**config.mk**
```make
export PLATFORM = sky130hd
export DESIGN_NAME = bus_arbiter_flat
export DESIGN_NICKNAME = d
export VERILOG_FILES = /design/src/rtl/bus_arbiter_if.sv /design/src/rtl/bus_arbiter.sv /design/src/flat_wrapper.sv
export SDC_FILE = /design/constraint.sdc
export NUM_CORES = 1
export LEC_CHECK = 0
export CORE_UTILIZATION = 40
export DETAILED_ROUTE_END_ITERATION = 10
export GPL_ROUTABILITY_DRIVEN = 0
export PLACE_DENSITY = 0.77
export SYNTH_ARGS = -nofsm -noshare
export SYNTH_HDL_FRONTEND = slang
export SYNTH_SLANG_ARGS = --single-unit
export TNS_END_PERCENT = 20
```
**constraint.sdc**
```tcl
create_clock -name clk -period 1.6 [get_ports clk]
set_input_delay 0.32 -clock clk [delete_from_list [all_inputs] [get_ports clk]]
set_output_delay 0.32 -clock clk [all_outputs]
set_load 0.01 [all_outputs]
```
**src/rtl/bus_arbiter_if.sv**
```systemverilog
// Signal bundle between the CPU core, the DMA master and the external memory bus pins.
// The arbiter connects through the slave modport; the master modport drives the requesters.
interface bus_arbiter_if;
    logic        cpu_n_mreq;
    logic        cpu_n_iorq;
    logic        cpu_n_rd;
    logic        cpu_n_wr;
    logic [15:0] cpu_addr;
    logic [7:0]  cpu_dout;
    logic        cpu_dout_en;
    logic        cpu_hold;
    logic        dma_req;
    logic        dma_gnt;
    logic        dma_n_mreq;
    logic        dma_n_rd;
    logic        dma_n_wr;
    logic [15:0] dma_addr;
    logic [7:0]  dma_dout;
    logic        bus_n_mreq;
    logic        bus_n_rd;
    logic        bus_n_wr;
    logic [15:0] bus_addr;
    logic [7:0]  bus_dout;
    logic        bus_dout_en;

    modport slave (
        input  cpu_n_mreq, cpu_n_iorq, cpu_n_rd, cpu_n_wr, cpu_addr, cpu_dout, cpu_dout_en,
        input  dma_req, dma_n_mreq, dma_n_rd, dma_n_wr, dma_addr, dma_dout,
        output cpu_hold, dma_gnt,
        output bus_n_mreq, bus_n_rd, bus_n_wr, bus_addr, bus_dout, bus_dout_en
    );

    modport master (
        output cpu_n_mreq, cpu_n_iorq, cpu_n_rd, cpu_n_wr, cpu_addr, cpu_dout, cpu_dout_en,
        output dma_req, dma_n_mreq, dma_n_rd, dma_n_wr, dma_addr, dma_dout,
        input  cpu_hold, dma_gnt,
        input  bus_n_mreq, bus_n_rd, bus_n_wr, bus_addr, bus_dout, bus_dout_en
    );
endinterface

```
**src/rtl/bus_arbiter.sv**
```systemverilog
// Shares the external memory bus between the CPU and one DMA master, handing over only at
// idle bus boundaries with one turnaround cycle, bounded DMA tenure and a minimum CPU window.
//
// state    | meaning
// CPU      | CPU owns the bus, window counter running
// DRAIN    | DMA pending, CPU held, waiting for CPU bus cycle to end
// TURN_IN  | one idle bus cycle before DMA takes over
// DMA      | DMA granted, tenure counter running
// RELEASE  | grant withdrawn, waiting for DMA to finish its bus cycle
// TURN_OUT | one idle bus cycle before CPU takes over
module bus_arbiter #(
    parameter int MAX_DMA_CYCLES = 16,
    parameter int MIN_CPU_CYCLES = 4
) (
    input  logic          clk,
    input  logic          reset,
    bus_arbiter_if.slave  bif
);
    typedef enum logic [2:0] {
        ST_CPU, ST_DRAIN, ST_TURN_IN, ST_DMA, ST_RELEASE, ST_TURN_OUT
    } state_t;

    localparam logic [7:0] TEN_LAST = 8'(MAX_DMA_CYCLES - 1);
    localparam logic [7:0] WIN_MIN  = 8'(MIN_CPU_CYCLES);

    state_t      state_q, state_d;
    logic [7:0]  ten_cnt_q, ten_cnt_d;
    logic [7:0]  win_cnt_q, win_cnt_d;
    logic        cpu_hold_q, cpu_hold_d;
    logic        dma_gnt_q, dma_gnt_d;
    logic        bus_n_mreq_q, bus_n_mreq_d;
    logic        bus_n_rd_q, bus_n_rd_d;
    logic        bus_n_wr_q, bus_n_wr_d;
    logic [15:0] bus_addr_q, bus_addr_d;
    logic [7:0]  bus_dout_q, bus_dout_d;
    logic        bus_dout_en_q, bus_dout_en_d;
    logic        cpu_idle;
    logic        dma_idle;

    assign cpu_idle = bif.cpu_n_mreq & bif.cpu_n_iorq;
    assign dma_idle = bif.dma_n_mreq & bif.dma_n_rd & bif.dma_n_wr;

    always_comb begin
        state_d       = state_q;
        ten_cnt_d     = ten_cnt_q;
        win_cnt_d     = win_cnt_q;
        cpu_hold_d    = cpu_hold_q;
        dma_gnt_d     = dma_gnt_q;
        bus_n_mreq_d  = bus_n_mreq_q;
        bus_n_rd_d    = bus_n_rd_q;
        bus_n_wr_d    = bus_n_wr_q;
        bus_addr_d    = bus_addr_q;
        bus_dout_d    = bus_dout_q;
        bus_dout_en_d = bus_dout_en_q;

        unique case (state_q)
            ST_CPU: begin
                if (win_cnt_q != 8'hFF) win_cnt_d = win_cnt_q + 8'd1;
                if (bif.dma_req && (win_cnt_q >= WIN_MIN)) begin
                    state_d    = ST_DRAIN;
                    cpu_hold_d = 1'b1;
                end
            end
            ST_DRAIN: begin
                if (!bif.dma_req) begin
                    state_d    = ST_CPU;
                    cpu_hold_d = 1'b0;
                end else if (cpu_idle) begin
                    state_d = ST_TURN_IN;
                end
            end
            ST_TURN_IN: begin
                state_d   = ST_DMA;
                dma_gnt_d = 1'b1;
                ten_cnt_d = 8'd0;
            end
            ST_DMA: begin
                ten_cnt_d = ten_cnt_q + 8'd1;
                if (!bif.dma_req || (ten_cnt_q == TEN_LAST)) begin
                    state_d   = ST_RELEASE;
                    dma_gnt_d = 1'b0;
                end
            end
            ST_RELEASE: begin
                if (dma_idle) state_d = ST_TURN_OUT;
            end
            ST_TURN_OUT: begin
                state_d    = ST_CPU;
                cpu_hold_d = 1'b0;
                win_cnt_d  = 8'd0;
            end
            default: begin
                state_d    = ST_CPU;
                cpu_hold_d = 1'b0;
                dma_gnt_d  = 1'b0;
            end
        endcase

        // Bus mux follows the owner of the current cycle; turnaround holds addr/dout.
        unique case (state_q)
            ST_CPU, ST_DRAIN: begin
                bus_n_mreq_d  = bif.cpu_n_mreq;
                bus_n_rd_d    = bif.cpu_n_rd;
                bus_n_wr_d    = bif.cpu_n_wr;
                bus_addr_d    = bif.cpu_addr;
                bus_dout_d    = bif.cpu_dout;
                bus_dout_en_d = bif.cpu_dout_en;
            end
            ST_DMA, ST_RELEASE: begin
                bus_n_mreq_d  = bif.dma_n_mreq;
                bus_n_rd_d    = bif.dma_n_rd;
                bus_n_wr_d    = bif.dma_n_wr;
                bus_addr_d    = bif.dma_addr;
                bus_dout_d    = bif.dma_dout;
                bus_dout_en_d = ~bif.dma_n_wr;
            end
            default: begin
                bus_n_mreq_d  = 1'b1;
                bus_n_rd_d    = 1'b1;
                bus_n_wr_d    = 1'b1;
                bus_dout_en_d = 1'b0;
            end
        endcase
    end

    always_ff @(posedge clk) begin
        if (reset) begin
            state_q       <= ST_CPU;
            ten_cnt_q     <= 8'd0;
            win_cnt_q     <= WIN_MIN;
            cpu_hold_q    <= 1'b0;
            dma_gnt_q     <= 1'b0;
            bus_n_mreq_q  <= 1'b1;
            bus_n_rd_q    <= 1'b1;
            bus_n_wr_q    <= 1'b1;
            bus_addr_q    <= 16'h0000;
            bus_dout_q    <= 8'h00;
            bus_dout_en_q <= 1'b0;
        end else begin
            state_q       <= state_d;
            ten_cnt_q     <= ten_cnt_d;
            win_cnt_q     <= win_cnt_d;
            cpu_hold_q    <= cpu_hold_d;
            dma_gnt_q     <= dma_gnt_d;
            bus_n_mreq_q  <= bus_n_mreq_d;
            bus_n_rd_q    <= bus_n_rd_d;
            bus_n_wr_q    <= bus_n_wr_d;
            bus_addr_q    <= bus_addr_d;
            bus_dout_q    <= bus_dout_d;
            bus_dout_en_q <= bus_dout_en_d;
        end
    end

    assign bif.cpu_hold    = cpu_hold_q;
    assign bif.dma_gnt     = dma_gnt_q;
    assign bif.bus_n_mreq  = bus_n_mreq_q;
    assign bif.bus_n_rd    = bus_n_rd_q;
    assign bif.bus_n_wr    = bus_n_wr_q;
    assign bif.bus_addr    = bus_addr_q;
    assign bif.bus_dout    = bus_dout_q;
    assign bif.bus_dout_en = bus_dout_en_q;
endmodule

```
**src/flat_wrapper.sv**
```systemverilog
// flat-port wrapper written by rule: the top's interface ports become plain ports
module bus_arbiter_flat 
#(
    parameter int MAX_DMA_CYCLES = 16,
    parameter int MIN_CPU_CYCLES = 4
)
  (clk, reset, bif_cpu_n_mreq, bif_cpu_n_iorq, bif_cpu_n_rd, bif_cpu_n_wr, bif_cpu_addr, bif_cpu_dout, bif_cpu_dout_en, bif_dma_req, bif_dma_n_mreq, bif_dma_n_rd, bif_dma_n_wr, bif_dma_addr, bif_dma_dout, bif_cpu_hold, bif_dma_gnt, bif_bus_n_mreq, bif_bus_n_rd, bif_bus_n_wr, bif_bus_addr, bif_bus_dout, bif_bus_dout_en);
  bus_arbiter_if bif_i ();
  input  logic clk;
  input  logic reset;
  input wire logic [$bits(bif_i.cpu_n_mreq)-1:0] bif_cpu_n_mreq;
  input wire logic [$bits(bif_i.cpu_n_iorq)-1:0] bif_cpu_n_iorq;
  input wire logic [$bits(bif_i.cpu_n_rd)-1:0] bif_cpu_n_rd;
  input wire logic [$bits(bif_i.cpu_n_wr)-1:0] bif_cpu_n_wr;
  input wire logic [$bits(bif_i.cpu_addr)-1:0] bif_cpu_addr;
  input wire logic [$bits(bif_i.cpu_dout)-1:0] bif_cpu_dout;
  input wire logic [$bits(bif_i.cpu_dout_en)-1:0] bif_cpu_dout_en;
  input wire logic [$bits(bif_i.dma_req)-1:0] bif_dma_req;
  input wire logic [$bits(bif_i.dma_n_mreq)-1:0] bif_dma_n_mreq;
  input wire logic [$bits(bif_i.dma_n_rd)-1:0] bif_dma_n_rd;
  input wire logic [$bits(bif_i.dma_n_wr)-1:0] bif_dma_n_wr;
  input wire logic [$bits(bif_i.dma_addr)-1:0] bif_dma_addr;
  input wire logic [$bits(bif_i.dma_dout)-1:0] bif_dma_dout;
  output wire logic [$bits(bif_i.cpu_hold)-1:0] bif_cpu_hold;
  output wire logic [$bits(bif_i.dma_gnt)-1:0] bif_dma_gnt;
  output wire logic [$bits(bif_i.bus_n_mreq)-1:0] bif_bus_n_mreq;
  output wire logic [$bits(bif_i.bus_n_rd)-1:0] bif_bus_n_rd;
  output wire logic [$bits(bif_i.bus_n_wr)-1:0] bif_bus_n_wr;
  output wire logic [$bits(bif_i.bus_addr)-1:0] bif_bus_addr;
  output wire logic [$bits(bif_i.bus_dout)-1:0] bif_bus_dout;
  output wire logic [$bits(bif_i.bus_dout_en)-1:0] bif_bus_dout_en;
  assign bif_i.cpu_n_mreq = bif_cpu_n_mreq;
  assign bif_i.cpu_n_iorq = bif_cpu_n_iorq;
  assign bif_i.cpu_n_rd = bif_cpu_n_rd;
  assign bif_i.cpu_n_wr = bif_cpu_n_wr;
  assign bif_i.cpu_addr = bif_cpu_addr;
  assign bif_i.cpu_dout = bif_cpu_dout;
  assign bif_i.cpu_dout_en = bif_cpu_dout_en;
  assign bif_i.dma_req = bif_dma_req;
  assign bif_i.dma_n_mreq = bif_dma_n_mreq;
  assign bif_i.dma_n_rd = bif_dma_n_rd;
  assign bif_i.dma_n_wr = bif_dma_n_wr;
  assign bif_i.dma_addr = bif_dma_addr;
  assign bif_i.dma_dout = bif_dma_dout;
  assign bif_cpu_hold = bif_i.cpu_hold;
  assign bif_dma_gnt = bif_i.dma_gnt;
  assign bif_bus_n_mreq = bif_i.bus_n_mreq;
  assign bif_bus_n_rd = bif_i.bus_n_rd;
  assign bif_bus_n_wr = bif_i.bus_n_wr;
  assign bif_bus_addr = bif_i.bus_addr;
  assign bif_bus_dout = bif_i.bus_dout;
  assign bif_bus_dout_en = bif_i.bus_dout_en;
  bus_arbiter #(.MAX_DMA_CYCLES(MAX_DMA_CYCLES), .MIN_CPU_CYCLES(MIN_CPU_CYCLES)) u_core (.clk(clk), .reset(reset), .bif(bif_i));
endmodule
```
==> impl_results.md <==
- Synthesized flop and latch total: 49
- Detailed-route DRC error count: 0
- Final net count: 405
- Syn Area/Cell: 9.51 sq um
- Final Max Slew Viols: 0
- Dominant cells by area after synthesis: dfxtp_1, mux2i_1, o2bb2ai_1, a21oi_1, nand2_1
- Commonest non-fill, non-tap cells in the layout: clkdlybuf4s50_1, dfxtp_1, mux2i_1
- Post-Synthesis Cells: 248
- Clk sink count: 49
- Max Clock Freq: 0.646 GHz
- Largest family of logic cells by synthesized area: compound AO/OA/AOI/OAI gates
- CTS tree: built
- Outcome: completed
- Place WS: -0.0332 ns
- Fin crit period: 1.55 ns
- Tcrit/Tclk final: 96.7%
- Post-layout util: 62.5%
- FF-to-FF setup slack: 0.06 ns
- Commonest non-fill, non-tap cell in the layout: clkdlybuf4s50_1
- Number of global-route vias before repair: 1937
- Worst IR drop on VDD: 0.505 mV
- Inserted Diodes: 0
- Top-area cell type share of the netlist area: 41.6%
- Die height: 78.8 microns
- Asr flop ratio synth: 0%
- Final hold viol count: 0
- Post-cts hold buffer count: 0
- Max Cap Viol: 0
- Slew @ Worst Pin: 0.396 ns
- Clk Latency, worst-skew pair: 0.30 ns
- Critical-path cell list: clkdlybuf4s50_1
- Final setup violation count: 0
- EDFF count, synth: 0
- Worst setup SP type: flop
- Post-CTS Setup Repair Bufs: 0
- Yosys cell types: 44
- H-tree depth: 2
- Hold Crit Depth: 1
- Share of cells above drive strength 1: 10.2%
- CTS max path bufs: 2
- Global-route wire length before repair: 8.82 mm
- HP Class: reg -> reg
- Die ar.: 0.00621 sq mm
- Area of the mapped netlist: 0.00236 sq mm
- Fin Clk Skew: 0.00900 ns
- Via count: 2194
- DP Wirelength: 4.27 mm
- DR iter-0 viols: 97
- Crit path kind: reg -> out
- I/O pin count: 89
- FP Rows: 27
- FF-to-FF Start: u_core.state_q[0]
- Remaining antenna violation count: 0
- CTS clk-pin slew, worst paths: 0.09 ns
- Routed wire length per instance: 13.7 microns
- Post-Synth Adder-Cell Area: 1.59%
- Fin cells: 416
- CP startpoint: u_core.bif.cpu_hold
- Worst path bufs/invs: 1
- Mapped Nets: 310
- Crit-path max FO: 4
- Reg2reg end: u_core.bif.bus_dout[2]
- Final Total Pwr: 3.27 mW
- Pwr dens: 934 mW/mm^2
- Yosys warnings: 0
- CTS Buf Count: 5
- Max stage delay cell, worst path: clkdlybuf4s50_1
- Placed cells: 408
- Via/cell ratio: 5.27
- Largest net degree at the start of global routing: 25
- Crit path required time: 1.28 ns
- CP max stage delay: 0.55 ns
- Root buf cell: clkbuf_8
- Mux share of post-synthesis cell area: 10.6%
- Core Footprint: 0.00561 sq mm
- DR pass1 iterations: 4
- Synth Area in Compound Gates: 23.2%
- Worst r2r path cells: 5
- Cell family with the largest share of critical-path delay: buffers and inverters
- Crit path capture type: output port
- Hold EP: u_core.bif.bus_addr[8]
- Commonest register cell after synthesis: dfxtp_1
- Global route overflow: 0
- Initial core utilization: 42.1%
- WL final: 5.72 mm
- Leak Pwr: 1.20 nW
- Die W: 78.8 microns
- Synth Area in XOR/XNOR: 1.49%
- Area grow syn2layout: 48.6%
- IO buf count: 88
- CP arrival: 1.23 ns
- Filler cells: 501
- Final worst setup slack: 0.0524 ns
- Initial antenna violation count: 0
- Rel. slew slack: 73.3%
- Post-synth top area cell: dfxtp_1
- Min Hold Slack: 0.468 ns
- Sequential-to-total area share from yosys stat: 41.6%
- Simple-gate share of the synthesized area: 15.7%
- Post-cts sizing count: 0
- Hold Path Origin: u_core.bif.bus_addr[8]
- Gr usage total: 18.1%
[sequential cells by signal, summed over array words and instances (netlist names)]
name and count:
u_core.bif.bus_addr 16, u_core.bif.bus_dout 8, u_core.bif.bus_dout_en 1, u_core.bif.bus_n_mreq 1
u_core.bif.bus_n_rd 1, u_core.bif.bus_n_wr 1, u_core.bif.cpu_hold 1, u_core.bif.dma_gnt 1
u_core.state_q 3, u_core.ten_cnt_q 8, u_core.win_cnt_q 8
[worst register-to-register path, cell delays in order (launching register included)]
cell and delay, ns:
dfxtp_2 0.35, or3b_1 0.44, o21ai_4 0.11, buf_12 0.19
mux2i_1 0.25, o2bb2ai_1 0.08
[metrics by stage]
stage | TNS [ns] | cell area, sq um
global route | -0.00100 | 3510
finish | 0 | 3510
floorplan | 0 | 2360
CTS | 0 | 3480
global placement | 0 | 3400
detailed placement | -0.0332 | 3400
[final cells by class]
cell class	instances	area (sq um)	area share, %
inverters	7	26.3	0.749
well taps	72	90.1	2.57
repair buffers	105	1060	30.2
flip-flops and latches	49	982	28.0
clock inverters	2	13.8	0.393
multi-input cells	175	1260	36.0
clock buffers	6	72.6	2.07
[layer usage]
layer  wire [microns]  global-route usage [%]  vias up
met5                0                       0        -
met4               34                    5.56        0
met3              229                    4.14        2
met2             2960                    32.5       60
met1             2490                    21.2     1026
li1                 -                       -     1106
[power by group]
part / switching, mW / total (mW) / internal [mW]
logic: 0.483 / 1.09 / 0.606
clock network: 0.403 / 0.715 / 0.312
registers: 0.102 / 1.47 / 1.37
total: 0.987 / 3.27 / 2.29
[Yosys cell counts (2+ instances only)]
cell       count
and3_1         2
buf_2          2
nand3_1        3
o2bb2ai_1     24
nand2_1       16
inv_1          7
nor3_1         5
buf_12         2
o21a_1         2
nor3b_1        2
a211oi_1       3
xnor2_1        3
nor2b_1        4
o22ai_1        4
nand2b_1       7
o21ai_0       10
or3_1          4
nand4_1        3
clkbuf_1      11
mux2i_1       25
dfxtp_1       49
o211ai_1       2
nor4_1         5
nor2_1        13
ha_1           3
a21oi_1       16
o22a_1         4
[logic make-up (layout without fill, tap and decap cells)]
| logic type | Yosys count | in the layout |
|---|---|---|
| xor gates and xnor gates | 4 | 4 |
| AOI/OAI and AO/OA | 73 | 73 |
| adders and majority gates | 3 | 3 |
| buffers and inverters | 24 | 120 |
| muxes | 25 | 25 |
| and+or+nand+nor | 70 | 70 |
| DFF | 49 | 49 |
[worst max path at each step]
stage,end,slack [ns],cells past startpoint
after detailed placement,u_core.bif.dma_gnt,-0.03,6
after floorplan,u_core.bif.bus_addr[10],0.009,7
after global placement,u_core.bif.dma_gnt,0.04,6
final,bif_cpu_hold,0.05,1
after CTS,u_core.bif.bus_addr[10],0.02,7
after global routing,u_core.win_cnt_q[5],-0.001,5
Note: power is estimated with default switching activity, not from simulation.
